`src/rtl/biriscv_dbg_inst_gen_pkg.sv`:
```
// Shared constants and types for the debug abstract-command instruction generator.
package biriscv_dbg_inst_gen_pkg;

    localparam logic [6:0]  OPC_SYSTEM     = 7'h73;
    localparam logic [2:0]  FUNCT3_CSRRW   = 3'b001;
    localparam logic [2:0]  FUNCT3_CSRRS   = 3'b010;

    localparam logic [11:0] CSR_DSCRATCH0  = 12'h7b2;
    localparam logic [11:0] CSR_DSCRATCH1  = 12'h7b3;

    localparam logic [2:0]  CMDERR_NONE      = 3'd0;
    localparam logic [2:0]  CMDERR_NOTSUP    = 3'd2;
    localparam logic [2:0]  CMDERR_EXCEPTION = 3'd3;

    localparam logic [15:0] REGNO_GPR_BASE = 16'h1000;
    localparam logic [15:0] REGNO_CSR_BASE = 16'h0000;

    typedef enum logic [1:0] {
        ST_IDLE,
        ST_ISSUE,
        ST_WAIT_RET,
        ST_DONE
    } state_t;

    typedef enum logic [1:0] {
        OP_GPR_RD,
        OP_GPR_WR,
        OP_CSR_RD,
        OP_CSR_WR
    } op_t;

    function automatic logic [31:0] csr_inst(input logic [11:0] csr,
                                             input logic [4:0]  rs1,
                                             input logic [2:0]  funct3,
                                             input logic [4:0]  rd);
        return {csr, rs1, funct3, rd, OPC_SYSTEM};
    endfunction

endpackage

```
`src/rtl/biriscv_dbg_inst_enc.sv`:
```
// Combinational encoder: (op, step, regno) -> RV32 CSR instruction word.
module biriscv_dbg_inst_enc
    import biriscv_dbg_inst_gen_pkg::*;
#(
    parameter logic [11:0] DSCRATCH0_ADDR = CSR_DSCRATCH0,
    parameter logic [11:0] DSCRATCH1_ADDR = CSR_DSCRATCH1
) (
    input  op_t         op,
    input  logic [1:0]  step,
    input  logic [11:0] regno,
    output logic [31:0] inst
);

    // CSR sequences bracket the transfer with an x1 save (step 0) and restore (step 3).
    always_comb begin
        inst = '0;
        case (op)
            OP_GPR_RD: inst = csr_inst(DSCRATCH0_ADDR, regno[4:0], FUNCT3_CSRRW, 5'd0);
            OP_GPR_WR: inst = csr_inst(DSCRATCH0_ADDR, 5'd0, FUNCT3_CSRRS, regno[4:0]);
            OP_CSR_RD: begin
                case (step)
                    2'd0:    inst = csr_inst(DSCRATCH1_ADDR, 5'd1, FUNCT3_CSRRW, 5'd0);
                    2'd1:    inst = csr_inst(regno,          5'd0, FUNCT3_CSRRS, 5'd1);
                    2'd2:    inst = csr_inst(DSCRATCH0_ADDR, 5'd1, FUNCT3_CSRRW, 5'd0);
                    default: inst = csr_inst(DSCRATCH1_ADDR, 5'd0, FUNCT3_CSRRS, 5'd1);
                endcase
            end
            default: begin
                case (step)
                    2'd0:    inst = csr_inst(DSCRATCH1_ADDR, 5'd1, FUNCT3_CSRRW, 5'd0);
                    2'd1:    inst = csr_inst(DSCRATCH0_ADDR, 5'd0, FUNCT3_CSRRS, 5'd1);
                    2'd2:    inst = csr_inst(regno,          5'd1, FUNCT3_CSRRW, 5'd0);
                    default: inst = csr_inst(DSCRATCH1_ADDR, 5'd0, FUNCT3_CSRRS, 5'd1);
                endcase
            end
        endcase
    end

endmodule

```
`src/rtl/biriscv_dbg_inst_gen.sv`:
```
// Debug abstract-command instruction generator: encodes access-register commands into
// injected CSR instructions. Define BIRISCV_DBG_CSR_ACCESS_EN to support CSR targets.
module biriscv_dbg_inst_gen
    import biriscv_dbg_inst_gen_pkg::*;
#(
    parameter logic [11:0] DSCRATCH0_ADDR = CSR_DSCRATCH0,
    parameter logic [11:0] DSCRATCH1_ADDR = CSR_DSCRATCH1,
    parameter int unsigned RETIRE_TIMEOUT = 255
) (
    input  logic        clk_i,
    input  logic        rst_i,
    input  logic        cmd_valid_i,
    output logic        cmd_accept_o,
    input  logic [15:0] cmd_regno_i,
    input  logic        cmd_write_i,
    input  logic        cmd_transfer_i,
    input  logic [2:0]  cmd_size_i,
    output logic        inst_valid_o,
    output logic [31:0] inst_o,
    input  logic        inst_accept_i,
    input  logic        inst_retire_i,
    input  logic        inst_fault_i,
    output logic        busy_o,
    output logic        done_o,
    output logic [2:0]  cmderr_o
);

`ifdef BIRISCV_DBG_CSR_ACCESS_EN
    localparam bit CSR_EN = 1'b1;
`else
    localparam bit CSR_EN = 1'b0;
`endif

    localparam int STEP_W = CSR_EN ? 2 : 1;
    localparam int TMR_W  = (RETIRE_TIMEOUT > 0) ? $clog2(RETIRE_TIMEOUT + 1) : 1;

    state_t              state_q, state_d;
    logic [STEP_W-1:0]   step_q, step_d;
    op_t                 op_q, op_d;
    logic [11:0]         regno_q, regno_d;
    logic [2:0]          err_q, err_d;
    logic [TMR_W-1:0]    tmr_q;

    logic        gpr_hit;
    logic        csr_hit;
    logic [1:0]  step_ext;
    logic [1:0]  last_step;
    logic        op_is_csr;
    logic        restore_ok;
    logic        timeout;
    logic [31:0] enc_inst;

    assign gpr_hit    = (cmd_regno_i[15:5] == REGNO_GPR_BASE[15:5]);
    assign csr_hit    = CSR_EN && (cmd_regno_i[15:12] == REGNO_CSR_BASE[15:12]);
    assign step_ext   = 2'(step_q);
    assign op_is_csr  = (op_q == OP_CSR_RD) || (op_q == OP_CSR_WR);
    assign last_step  = op_is_csr ? 2'd3 : 2'd0;
    // x1 is live in dscratch1 only after the save retired and before the restore issued.
    assign restore_ok = CSR_EN && op_is_csr && ((step_ext == 2'd1) || (step_ext == 2'd2));
    assign timeout    = (RETIRE_TIMEOUT != 0) && (tmr_q == TMR_W'(RETIRE_TIMEOUT));

    biriscv_dbg_inst_enc #(
        .DSCRATCH0_ADDR (DSCRATCH0_ADDR),
        .DSCRATCH1_ADDR (DSCRATCH1_ADDR)
    ) u_enc (
        .op    (op_q),
        .step  (step_ext),
        .regno (regno_q),
        .inst  (enc_inst)
    );

    always_comb begin
        state_d = state_q;
        step_d  = step_q;
        op_d    = op_q;
        regno_d = regno_q;
        err_d   = err_q;
        case (state_q)
            ST_IDLE: begin
                if (cmd_valid_i) begin
                    op_d    = gpr_hit ? (cmd_write_i ? OP_GPR_WR : OP_GPR_RD)
                                      : (cmd_write_i ? OP_CSR_WR : OP_CSR_RD);
                    regno_d = cmd_regno_i[11:0];
                    step_d  = '0;
                    err_d   = CMDERR_NONE;
                    if (!cmd_transfer_i) begin
                        state_d = ST_DONE;
                    end else if ((cmd_size_i != 3'd2) || !(gpr_hit || csr_hit)) begin
                        state_d = ST_DONE;
                        err_d   = CMDERR_NOTSUP;
                    end else begin
                        state_d = ST_ISSUE;
                    end
                end
            end
            ST_ISSUE: begin
                if (inst_accept_i) begin
                    state_d = ST_WAIT_RET;
                end
            end
            ST_WAIT_RET: begin
                if (inst_fault_i || timeout) begin
                    err_d = CMDERR_EXCEPTION;
                    if (restore_ok) begin
                        step_d  = STEP_W'(2'd3);
                        state_d = ST_ISSUE;
                    end else begin
                        state_d = ST_DONE;
                    end
                end else if (inst_retire_i) begin
                    if (step_ext == last_step) begin
                        state_d = ST_DONE;
                    end else begin
                        step_d  = step_q + 1'b1;
                        state_d = ST_ISSUE;
                    end
                end
            end
            ST_DONE: state_d = ST_IDLE;
            default: state_d = ST_IDLE;
        endcase
    end

    always_ff @(posedge clk_i) begin
        if (rst_i) begin
            state_q <= ST_IDLE;
            step_q  <= '0;
            op_q    <= OP_GPR_RD;
            regno_q <= '0;
            err_q   <= CMDERR_NONE;
        end else begin
            state_q <= state_d;
            step_q  <= step_d;
            op_q    <= op_d;
            regno_q <= regno_d;
            err_q   <= err_d;
        end
    end

    // Retire watchdog restarts with every accepted instruction and sticks at its limit.
    always_ff @(posedge clk_i) begin
        if (rst_i) begin
            tmr_q <= '0;
        end else if ((state_q == ST_ISSUE) && inst_accept_i) begin
            tmr_q <= '0;
        end else if ((state_q == ST_WAIT_RET) && !timeout) begin
            tmr_q <= tmr_q + 1'b1;
        end
    end

    assign cmd_accept_o = (state_q == ST_IDLE) && cmd_valid_i;
    assign inst_valid_o = (state_q == ST_ISSUE);
    assign inst_o       = inst_valid_o ? enc_inst : 32'd0;
    assign busy_o       = (state_q != ST_IDLE);
    assign done_o       = (state_q == ST_DONE);
    assign cmderr_o     = done_o ? err_q : CMDERR_NONE;

endmodule

```
`config.mk`:
```
export PLATFORM = sky130hd
export DESIGN_NAME = biriscv_dbg_inst_gen
export DESIGN_NICKNAME = d
export VERILOG_FILES = /design/src/rtl/biriscv_dbg_inst_gen_pkg.sv /design/src/rtl/biriscv_dbg_inst_enc.sv /design/src/rtl/biriscv_dbg_inst_gen.sv
export SDC_FILE = /design/constraint.sdc
export NUM_CORES = 1
export LEC_CHECK = 0
export ABC_AREA = 1
export CAP_MARGIN = 15
export CELL_PAD_IN_SITES_DETAIL_PLACEMENT = 1
export CELL_PAD_IN_SITES_GLOBAL_PLACEMENT = 2
export CORE_AREA = 5 5 92 94
export CTS_BUF_LIST = sky130_fd_sc_hd__clkbuf_16
export CTS_CLUSTER_SIZE = 16
export DETAILED_ROUTE_END_ITERATION = 10
export DIE_AREA = 0 0 97 99
export PLACE_DENSITY_LB_ADDON = 0.3
export SETUP_SLACK_MARGIN = 0.5
export SYNTH_ARGS = -nofsm -noshare
export SYNTH_HDL_FRONTEND = slang
export SYNTH_SLANG_ARGS = --single-unit
```
`constraint.sdc`:
```
create_clock -name clk_i -period 1.5 [get_ports clk_i]
set_input_delay 0.225 -clock clk_i [delete_from_list [all_inputs] [get_ports clk_i]]
set_output_delay 0.225 -clock clk_i [all_outputs]
set_load 0.005 [all_outputs]
```
After elaboration in Yosys (flattened, before gate mapping)
Cells that the tools add are included.

Add/subtract/negate cells: 2. Eq/ne operators: 17. Mux-type cells: 27. Reduce and logical (&&, ||, !) cells: 18.

Operators by type and width (count): one-hot mux 32 bit (3 select lines) (1); one-hot mux 32 bit (2 select lines) (1); one-hot mux 21 bit (2 select lines) (1); two-way mux 32 bit (1); two-way mux 2 bit (11); == test 11 x 8 -> 1 bit, second input constant (1); != test 2 bit, second input constant (5); two-way mux 3 bit (3); adder 8 x 1 -> 8 bit, second input constant (1); == test 2 bit, second input constant (4); == test 8 bit, second input constant (1); one-hot mux 2 bit (4 select lines) (1); zero test 2 bit (3); two-way mux 1 bit (6); one-hot mux 3 bit (2 select lines) (1); AND reduction 3 bit (2); AND reduction 5 bit (1); == test 2 x 1 -> 1 bit, second input constant (2); nonzero test 2 bit (2); logical AND 1 bit (3); logical OR 1 bit (3); != test 3 x 2 -> 1 bit, second input constant (1); != test 3 bit, second input constant (1); == test 1 x 2 -> 1 bit (1); 6 further kinds (7).

Register bits: 28. Output and inout bits: 39.

Depth between registers and ports, before layout
Depth in word-level cells: 8. Depth in mapped cells: 9. Mapped depth without buffers: 9.

Cells and area by module
Synthesis repeated with hierarchy kept, for this count alone.

Cell total of the unflattened synthesis: 314. Area total of the unflattened synthesis: 1900.6 µm².

By module, submodules not included: biriscv_dbg_inst_gen (times used 1, cells each 245, area an instance 1565.3 µm², seq. area each 540.5 µm²); biriscv_dbg_inst_enc (times used 1, cells each 69, area an instance 335.3 µm², seq. area each 0.0 µm²).

Worst setup path before layout
Ideal clock, no wire load.

Kind: reg-to-reg. Start point: reg tmr_q[0]. End point: reg tmr_q[3]. Library setup time: 0.115 ns. Arrival: 1.165 ns. Data required time: 1.385 ns. Slack: 0.220 ns. Cell stages (with the launch flop): 9. Period minus slack after synthesis: 1.280 ns. Cell sequence: dfxtp_1 ha_1 inv_1 nor2_4 nand2_4 nand2_4 nor2_4 xor2_1 and2_1.

Longest elaborated chain between the ends: 3. Elaborated cells on any way between the ends: 4. Classes of those cells: add/sub (1); eq/ne (1); reduce/logical (2).

RTL lines: from (decl) (line biriscv_dbg_inst_gen.sv:42) `logic [TMR_W-1:0] tmr_q;`; from (signal assigned) (line biriscv_dbg_inst_gen.sv:147) `tmr_q <= tmr_q + 1'b1;`; parallel branches: the longest is 3 deep, another holds adder 8 x 1 -> 8 bit.

Several ways; the timed one is not identified. A chain may end at the register's enable or synchronous reset.

Final worst setup path
Start point: reg op_q[1]. End point: out inst_o[27].

Longest elaborated chain between the ends: 3. Elaborated cells on any way between the ends: 5. Classes of those cells: eq/ne (2); mux (2); reduce/logical (1).

RTL lines: from (decl) (line biriscv_dbg_inst_gen.sv:39) `op_t op_q, op_d;`; from (signal assigned) (line biriscv_dbg_inst_gen.sv:134) `op_q <= op_d;`; == test 2 bit (tied with other cells) (line biriscv_dbg_inst_enc.sv:17) `case (op)`; one-hot mux 32 bit (3 select lines) * (line biriscv_dbg_inst_enc.sv:17); two-way mux 32 bit * (line biriscv_dbg_inst_gen.sv:153) `assign inst_o = inst_valid_o ? enc_inst : 32'd0;`; to (decl) (line biriscv_dbg_inst_gen.sv:19) `output logic [31:0] inst_o,`.

Mark *: on every way between the ends. The rest lies on a longest branch, timed or not.

==> impl_metrics.ini <==
[cells_and_area]
drive_above_1_share_pct = 65.4
area.growth.synth_to_final_pct = 132
final_common_cell = buf_6
finalInstanceArea_um2 = 3570
fillers = 871
layout.nets = 393
final_util_pct = 47.2
layout_common_cells = buf_6 (49), nor2_1 (29), clkdlybuf4s50_1 (26)
diodes = 0

[worst_setup_path]
crit_required_ps = 1270
reg2reg_to = step_q
crit_arrival_ps = 1340
end_kind = output port
cp-start-kind = register
ff2ff_setup_slack_ps = 100
cp-endpoint = inst_o[27]
crit_path_start = op_q[1]
worstRegToRegCells = 11
setup.worst_path.class = register to output port
worstPathMaxFanout = 3
r2r_start = state_q[1]

[place]
gp_congestion = 0.720
place_area_um2 = 2460
placement.io_buffers = 61
hpwl_mm = 4.39

[cts]
cts_hold_buffers = 0
cts_tree = built
clkSinkCount = 27
clock_latency_ps = 270
clk_pin_slew_ps = 70
ctsLongestPathBuffers = 2
cts-root-buf = clkbuf_16
cts_max_level = 1
numCtsBuffers = 3

[power_and_ir_drop]
total_power_mw = 3.46
p_per_area_nw_per_um2 = 968
power.leakage_nw = 1.55
vdd_ir_drop_max_mv = 0.505

[timing]
setup_ws_ps = -63.9
period_share_pct = 104
skew_ps = 7.85
period_needed_ps = 1560
slew_viol_final = 0
finalSetupTns_ps = -434
fmax_mhz = 639
rsz0062_at_grt = yes
finalHoldViolCount = 0
setup_viol = 11
hold_ws_ps = 487

[global_routing]
grt_pass1_wl_mm = 10.1
grtUsageTotal_pct = 12.9
grt_pass1_vias = 2044
overflow = 0
grt_start_max_net_pins = 17
grt_antenna_before_repair = 0

[die]
core-area_um2 = 7570
fp.dieArea_um2 = 9600
io_pins = 66
die_x_um = 97
die_y_um = 99
start_util_pct = 20.4
row_count = 32

[drt]
wirelength_mm = 7.15
vias = 2007
first_iter_violations = 18
drtPass1Iterations = 3
postRouteAntennaNets = 0
viasPerCell = 4.31
wl_per_cell_um = 15.3
drc = 0

[yosys]
synth.distinct_cells = 29
synth_cells = 241
ys_ff_latch = 27
synth_fa_ha_area_share_pct = 0.812
ys_seq_area_share_pct = 35.1
synthesis.area_um2 = 1540
synth_top_family_by_area = simple AND/OR/NAND/NOR gates
ys_warn_count = 0
synth_xor_area_share_pct = 1.14
synth_mux_area_share_pct = 0
synth-simple-area-share_pct = 37.1
synth_compound_area_share_pct = 12.8
syn_avg_cell_area_um2 = 6.39

[hold_path]
hp-class = register to register
holdCritStartpoint = err_q[0]

[run_status]
status = finished, violations left
violations = negative setup slack

[run]
drv_cap = 0
==> final cells by class <==
class                   instances  area (um^2)  area share (%)
clock buffers                   3         75.1            2.10
clock inverters                 1         5.00           0.140
repair buffers                127         1220            34.2
inverters                      29          161            4.52
repair inverters                2         15.0           0.420
well taps                     102          128            3.57
multi-input cells             175         1410            39.4
flip-flops and latches         27          557            15.6
==> logic make-up after synthesis <==
family | count (synthesis)
AOI/OAI and AO/OA | 37
adders and majority gates | 1
buffers and inverters | 42
other | 1
DFF | 27
xor gates and xnor gates | 2
and+or+nand+nor | 131
==> cell usage after synthesis, drive strengths merged <==
cell / count / area share [%]
clkbuf: 1 / 0.24
nor3: 4 / 1.3
conb: 1 / 0.24
buf: 12 / 5.5
xor2: 2 / 1.1
inv: 28 / 6.8
nand3: 13 / 4.2
nand4: 1 / 0.41
nor3b: 1 / 0.49
a21oi: 15 / 5.1
or2: 1 / 0.41
o21ai: 19 / 6.2
ha: 1 / 0.81
nor2: 68 / 18
and2: 2 / 0.81
o211ai: 1 / 0.49
dfxtp: 27 / 35
clkinv: 1 / 0.24
nand2: 41 / 11
a21boi: 1 / 0.49
o21a: 1 / 0.49
==> timing repair <==
item | in CTS | in global routing
pin swaps | 51 | 53
cloned | 2 | 0
gates resized for setup | 274 | 99
endpoints found under the setup margin | 62 | 62
setup buffers | 31 | 14
==> critical path, cell delays in order, from the launching register on <==
cell     delay [ps]
dfxtp_4         370
nand2_4          60
nor2_4          200
inv_4            70
buf_6           130
nor2_4           80
nor2_1           40
buf_2           120
==> layer usage <==
layer	GRT usage, %	routed length (um)	vias up
met1	14.3	2780	961
met3	2.83	262	10
li1	-	-	993
met4	3.24	104	0
met2	24.9	4000	43
met5	0	0	-
==> power breakdown <==
| part | total, mW | internal (mW) | switching [mW] |
|---|---|---|---|
| logic | 1.91 | 1.00 | 0.907 |
| registers | 0.920 | 0.815 | 0.106 |
| clock network | 0.628 | 0.361 | 0.268 |
| total | 3.46 | 2.18 | 1.28 |
==> worst min path at each step <==
stage / slack, ps / cells past startpoint / to
final: 490 / 2 / err_q[0]
after global routing: 510 / 2 / err_q[0]
after CTS: 470 / 2 / err_q[0]
after detailed placement: 460 / 2 / err_q[0]
after global placement: 450 / 2 / err_q[0]
after floorplan: 290 / 1 / err_q[0]
==> sequential cells by signal (all words and copies together) (netlist names) <==
| name | cells |
|---|---|
| op_q | 2 |
| err_q | 2 |
| step_q | 1 |
| state_q | 2 |
| tmr_q | 8 |
| regno_q | 12 |
==> per-stage QoR <==
step	setup slack [ps]	instances
after global routing	-128	466
after global placement	-126	415
after floorplan	286	244
final	-63.9	466
after CTS	-116	452
after detailed placement	-153	415
No activity file was read; power rests on OpenSTA's default activity.
